File: src/rtl/dynamic_segment_register.sv
// Purpose: loadable base register for the relocatable data segment, plus segment+offset address translation.
// Latency: a load is visible on dsr_data_out one edge after the strobe; phys_addr is combinational.
// Backpressure: none; a load strobe is accepted on every edge, and the last strobe wins.
module dynamic_segment_register #(
  parameter int              WIDTH       = 16,
  parameter logic [WIDTH-1:0] RESET_VALUE = '0,
  parameter int              SEG_SHIFT   = 0,
  parameter int              OFFSET_W    = 16,
  parameter int              PADDR_W     = 16
) (
  input  logic                clk,
  input  logic                reset,
  input  logic                load_dsr,
  input  logic [WIDTH-1:0]    dsr_data_in,
  output logic [WIDTH-1:0]    dsr_data_out,
  output logic                dsr_loaded,
  input  logic [OFFSET_W-1:0] addr_offset,
  output logic [PADDR_W-1:0]  phys_addr
);

  // The sum is widened by one bit beyond its widest operand so no carry is
  // lost before the final truncation to PADDR_W bits.
  localparam int SEG_EXT_W = WIDTH + SEG_SHIFT;
  localparam int MAX_AB    = (PADDR_W > SEG_EXT_W) ? PADDR_W : SEG_EXT_W;
  localparam int MAX_ABC   = (MAX_AB > OFFSET_W) ? MAX_AB : OFFSET_W;
  localparam int SUM_W     = MAX_ABC + 1;

  logic [WIDTH-1:0] seg_q;
  logic             loaded_q;

  // Segment register: async clear to RESET_VALUE; a strobe during reset is dropped.
  always_ff @(posedge clk or negedge reset) begin
    if (!reset) begin
      seg_q <= RESET_VALUE;
    end else if (load_dsr) begin
      seg_q <= dsr_data_in;
    end
  end

  // Sticky flag recording that at least one load has happened since reset.
  always_ff @(posedge clk or negedge reset) begin
    if (!reset) begin
      loaded_q <= 1'b0;
    end else if (load_dsr) begin
      loaded_q <= 1'b1;
    end
  end

  // The outputs come straight from the flops, with no bypass from dsr_data_in.
  assign dsr_data_out = seg_q;
  assign dsr_loaded   = loaded_q;

  // Both operands are zero-extended, then added; the result wraps modulo 2^PADDR_W.
  assign phys_addr = PADDR_W'((SUM_W'(seg_q) << SEG_SHIFT) + SUM_W'(addr_offset));

endmodule

File: config.mk
export PLATFORM = sky130hd
export DESIGN_NAME = dynamic_segment_register
export DESIGN_NICKNAME = d
export VERILOG_FILES = /design/src/rtl/dynamic_segment_register.sv
export SDC_FILE = /design/constraint.sdc
export NUM_CORES = 1
export LEC_CHECK = 0
export ABC_AREA = 1
export BUFFER_PORTS_ARGS = -buffer_cell sky130_fd_sc_hd__buf_2
export CAP_MARGIN = 20
export CORE_UTILIZATION = 43
export DETAILED_ROUTE_END_ITERATION = 10
export HOLD_SLACK_MARGIN = 0.15
export PLACE_DENSITY_LB_ADDON = 0.08
export SYNTH_ARGS = -nofsm -noshare
export SYNTH_HDL_FRONTEND = slang
export SYNTH_SLANG_ARGS = --single-unit
File: constraint.sdc
create_clock -name clk -period 1.63 [get_ports clk]
set_input_delay 0.326 -clock clk [delete_from_list [all_inputs] [get_ports clk]]
set_output_delay 0.326 -clock clk [all_outputs]
set_load 0.1 [all_outputs]
==> results of run 1 <==
## cell families after synthesis
family | Yosys count | synth area share [%]
adder cells (fa/ha/maj) | 16 | 13.3
AND/OR/NAND/NOR | 158 | 42.6
flip-flops | 17 | 27.2
buffers and inverters | 40 | 9.86
AO/OA/AOI/OAI | 7 | 2.48
XOR/XNOR | 8 | 4.49
## repair_timing
item                       CTS
hold endpoints to repair    17
pin swaps                   27
gates resized for setup     35
buffers inserted             6
hold buffers                 1
setup endpoints to repair   15
cloned                       0
## cell usage after synthesis (3+ instances only)
cell type  count  share of area (%)
a21oi_1        6                1.9
buf_2          3               0.96
dfrtp_1       17                 27
ha_1          15                 12
inv_1         35                8.4
nand2_1      121                 29
nand2_2        8                3.2
nand3_1        9                2.9
nor2_1        10                2.4
nor3_2         3                1.9
xor2_1         6                3.4
## per-stage QoR
step | setup slack, ps | setup TNS (ps) | hold WS (ps)
floorplan | -886 | -8790 | 30.4
global placement | -538 | -4880 | 256
CTS | -846 | -10440 | 223
detailed placement | -590 | -5600 | 255
==> impl_metrics.json, run 1 <==
{
  "async_reset_ff_share_pct": 100,
  "postSynthNetCount": 297,
  "mean_instance_size_in_the_synthesized_netlist_sq_um": 6.35,
  "cts_buffer_depth": 2,
  "placement_rows": 21,
  "place.detailed.hpwl_mm": 4.24,
  "synth_warnings": 0,
  "error_line": "[ERROR DPL-0038] Utilization greater than 100%, impossible to legalize",
  "cts_h_tree_depth": 1,
  "place.gp.congestion": 0.907,
  "maximum_number_of_pins_on_one_net_before_global_route_repair": 18,
  "port-buffer-count": 67,
  "fp.dieW_microns": 62.3,
  "cts_root_buf": "clkbuf_4",
  "start_util_pct": 45.7,
  "synthesis.instances": 246,
  "step_where_the_flow_halted": "5_1_grt",
  "netlist_area_sq_um": 1560,
  "worst_endpoint_kind": "output port",
  "grt_worst_setup_endpoint": "phys_addr[6]",
  "run_status": "aborted with a tool error",
  "synth-edff-count": 0,
  "seq_area_frac_synth_pct": 27.2,
  "top_level_ports": 68,
  "clkSinkCount": 17,
  "fp.dieH_microns": 62.3,
  "numPlacedInstances": 390,
  "numCtsBuffers": 3,
  "number_of_different_library_cells_in_the_post_synthesis_netlist": 20,
  "synthFlopType": "dfrtp_1",
  "synth-seq-cells": 17,
  "placedInstanceArea_sq_um": 2970
}
==> run 2, diff against run 1 <==
CORE_UTILIZATION = 40   (was 43)
HOLD_SLACK_MARGIN = default   (was 0.15)
PLACE_DENSITY_LB_ADDON = 0.15   (was 0.08)
clock period = 2.1 ns   (was 1.63 ns; I/O delays follow)
==> run 2 against run 1 <==
Compared with the run above:
- the flow now finishes, with violations (negative setup slack)
- synthesized area stayed put
- synthesized cell count unchanged
==> impl_metrics.json, run 2 <==
{
  "failing_checks": "negative setup slack",
  "cp_data_arrival_time_ps": 2160,
  "final_critical_path_setup_slack_ps": -484,
  "top_level_ports": 68,
  "port-buffer-count": 67,
  "clk_pin_slew_ps": 60,
  "numCtsBuffers": 3,
  "timing.fmax_mhz": 387,
  "synthDominantCellAreaShare_pct": 29.1,
  "fp.dieW_microns": 64.5,
  "critPathMaxFanout": 3,
  "final_hold_viol_count": 0,
  "power.leakage_nw": 1.74,
  "reg2regPathDepth": 4,
  "final_common_cell": "nand2_1",
  "reg2reg_slack_ps": 1110,
  "cts_h_tree_depth": 1,
  "number_of_different_library_cells_in_the_post_synthesis_netlist": 20,
  "clkSinkCount": 17,
  "async_reset_ff_share_pct": 100,
  "finClkSkew_ps": 0,
  "synth-edff-count": 0,
  "start_util_pct": 42.0,
  "layout.cell_area.non_filler_sq_um": 3340,
  "grt_overflow": 0,
  "multi_input_comb_area_sq_um": 1740,
  "antenna_found_initial": 0,
  "largest_register_ffs": 16,
  "post-route-drc-count": 0,
  "part_of_the_cycle_the_worst_path_needs_pct": 123,
  "globalRouteTotalUtil_pct": 25.5,
  "total_count_of_max_transition_violations_in_the_final_report": 0,
  "insertion_delay_ps": 250,
  "final.min_clock_period_ps": 2580,
  "seq_area_frac_synth_pct": 27.2,
  "cellPowerDensity_nw_per_um2": 854,
  "placedInstanceArea_sq_um": 2850,
  "place.gp.congestion": 0.818,
  "synthToLayoutAreaGrowth_pct": 114,
  "worstPathRequired_ps": 1680,
  "place.detailed.hpwl_mm": 3.78,
  "post_synth_most_frequent_cells": "nand2_1 (121), inv_1 (35), dfrtp_1 (17)",
  "cts_hold_buf": 0,
  "first_pass_grt_wire_length_mm": 8.16,
  "cts_tree": "built",
  "final_cell_mix": "nand2_1 (79), buf_2 (52), inv_1 (34)",
  "num_vias": 2063,
  "vdd.ir_drop.worst_v": 0.000607,
  "wire_per_inst_microns": 16.7,
  "maxCapViolCount": 0,
  "drt_iter0_drc": 172,
  "postSynthNetCount": 297,
  "diodes": 0,
  "critical_path_class": "reg2out",
  "synth-seq-cells": 17,
  "timing.hold.ws_ps": 80.0,
  "synthesis.instances": 246,
  "netlist_area_sq_um": 1560,
  "cts_buffer_depth": 2,
  "seqCellArea_sq_um": 482,
  "core_area_sq_um": 3720,
  "cts_root_buf": "clkbuf_8",
  "grt_pass1_vias": 1823,
  "critical_path.reg2reg.endpoint": "dsr_data_out[2]$_DFFE_PN0P_",
  "detail_route.vias_per_cell": 5.17,
  "timing.max_slew.rel_slack_pct": 67.0,
  "fp.dieH_microns": 64.5,
  "antenna_violating_nets_post_route": 0,
  "grt_setup_unrepaired": "yes",
  "die_area_sq_um": 4160,
  "hold_path_class": "in2async",
  "worst_pin_slew_ps": 499,
  "maximum_number_of_pins_on_one_net_before_global_route_repair": 19,
  "synth_warnings": 0,
  "post_route_cells_drive_above_1_share_pct": 62.1,
  "synth_largest_area_cell": "nand2_1",
  "detail_route.first_pass.iterations": 4,
  "synth.most_common_cell": "nand2_1",
  "placement_rows": 22,
  "critical_path.reg2reg.startpoint": "dsr_data_out[2]$_DFFE_PN0P_",
  "num-fill-cells": 161,
  "mean_instance_size_in_the_synthesized_netlist_sq_um": 6.35,
  "timing.critical_path.to_type": "output pin",
  "startpoint_type": "register",
  "yosys-top-cells-area": "nand2_1 (29%), dfrtp_1 (27%), ha_1 (12%)",
  "timing.final.setup_violations": 14,
  "nets": 403,
  "synthFlopType": "dfrtp_1",
  "run_status": "finished, violations left",
  "drt_wl_total_mm": 6.65
}
run 2: metrics by stage:
step | worst slack (ps) | power [W] | utilization, % | instances | TNS, ps
2_1_floorplan | -510 | 0.00176 | - | 246 | -3150
3_3_place_gp | -243 | 0.00230 | 76.7 | 377 | -1100
3_5_place_dp | -267 | 0.00234 | 76.7 | 377 | -1370
4_1_cts | -416 | 0.00266 | 83.2 | 395 | -3710
5_1_grt | -551 | 0.00296 | 89.9 | 399 | -5240
6_report | -484 | 0.00285 | 89.9 | 399 | -4430
run 2: cell families (layout without fill, tap and decap cells):
family / Yosys count / in the layout / share of synthesized area, %
AO/OA/AOI/OAI: 7 / 7 / 2.48
XOR/XNOR: 8 / 8 / 4.49
adder cells (fa/ha/maj): 16 / 16 / 13.3
buffers and inverters: 40 / 145 / 9.86
flip-flops: 17 / 17 / 27.2
AND/OR/NAND/NOR: 158 / 158 / 42.6
run 2: final cells by class:
class	count	share of cell area, %
multi-input combinational	189	52.0
tap	48	1.80
clock buffer	4	1.35
sequential	17	14.4
timing repair buffer	104	26.1
inverter	37	4.38
run 2: critical path: stages (launching register included):
cell and delay, ps:
dfrtp_4 490, ha_4 170, fa_2 350, nand2_2 90, nand2_2 60, nand3b_1 110, nand2_2 120, nand2_2 110
nand2_2 80, nand2_4 110, nand2_8 60, buf_12 160
run 2: worst max-delay path by stage:
stage,start,to,slack [ps],cells past startpoint
finish,dsr_data_out[0]$_DFFE_PN0P_,phys_addr[14],-480,11
global route,dsr_data_out[0]$_DFFE_PN0P_,phys_addr[14],-550,11
detailed placement,addr_offset[0],phys_addr[14],-270,12
floorplan,dsr_data_out[0]$_DFFE_PN0P_,phys_addr[8],-510,8
global placement,addr_offset[0],phys_addr[14],-240,12
CTS,dsr_data_out[0]$_DFFE_PN0P_,phys_addr[14],-420,11
run 2: layer usage:
metal  vias up  track usage, %  wire length, microns
li1        944               -                     -
met1       967            30.8                  2540
met2       120            45.8                  3440
met3        32            1.58                   366
met4         0            11.9                   306
met5         -               0                     0
run 2: where the power goes:
part | internal (W) | switching [W]
clock network | 0.000134 | 0.0000990
registers | 0.000372 | 0.0000344
logic | 0.000785 | 0.00143
total | 0.00129 | 0.00156
run 2: what timing repair did:
action / 4_1_cts / 5_1_grt
endpoints found under the setup margin: 14 / 14
pin swaps: 21 / 40
gates resized for setup: 18 / 50
hold endpoints to repair: 0 / 0
cloned: 0 / 0
setup buffers: 14 / 4
Note: power is estimated with default switching activity, not from simulation.
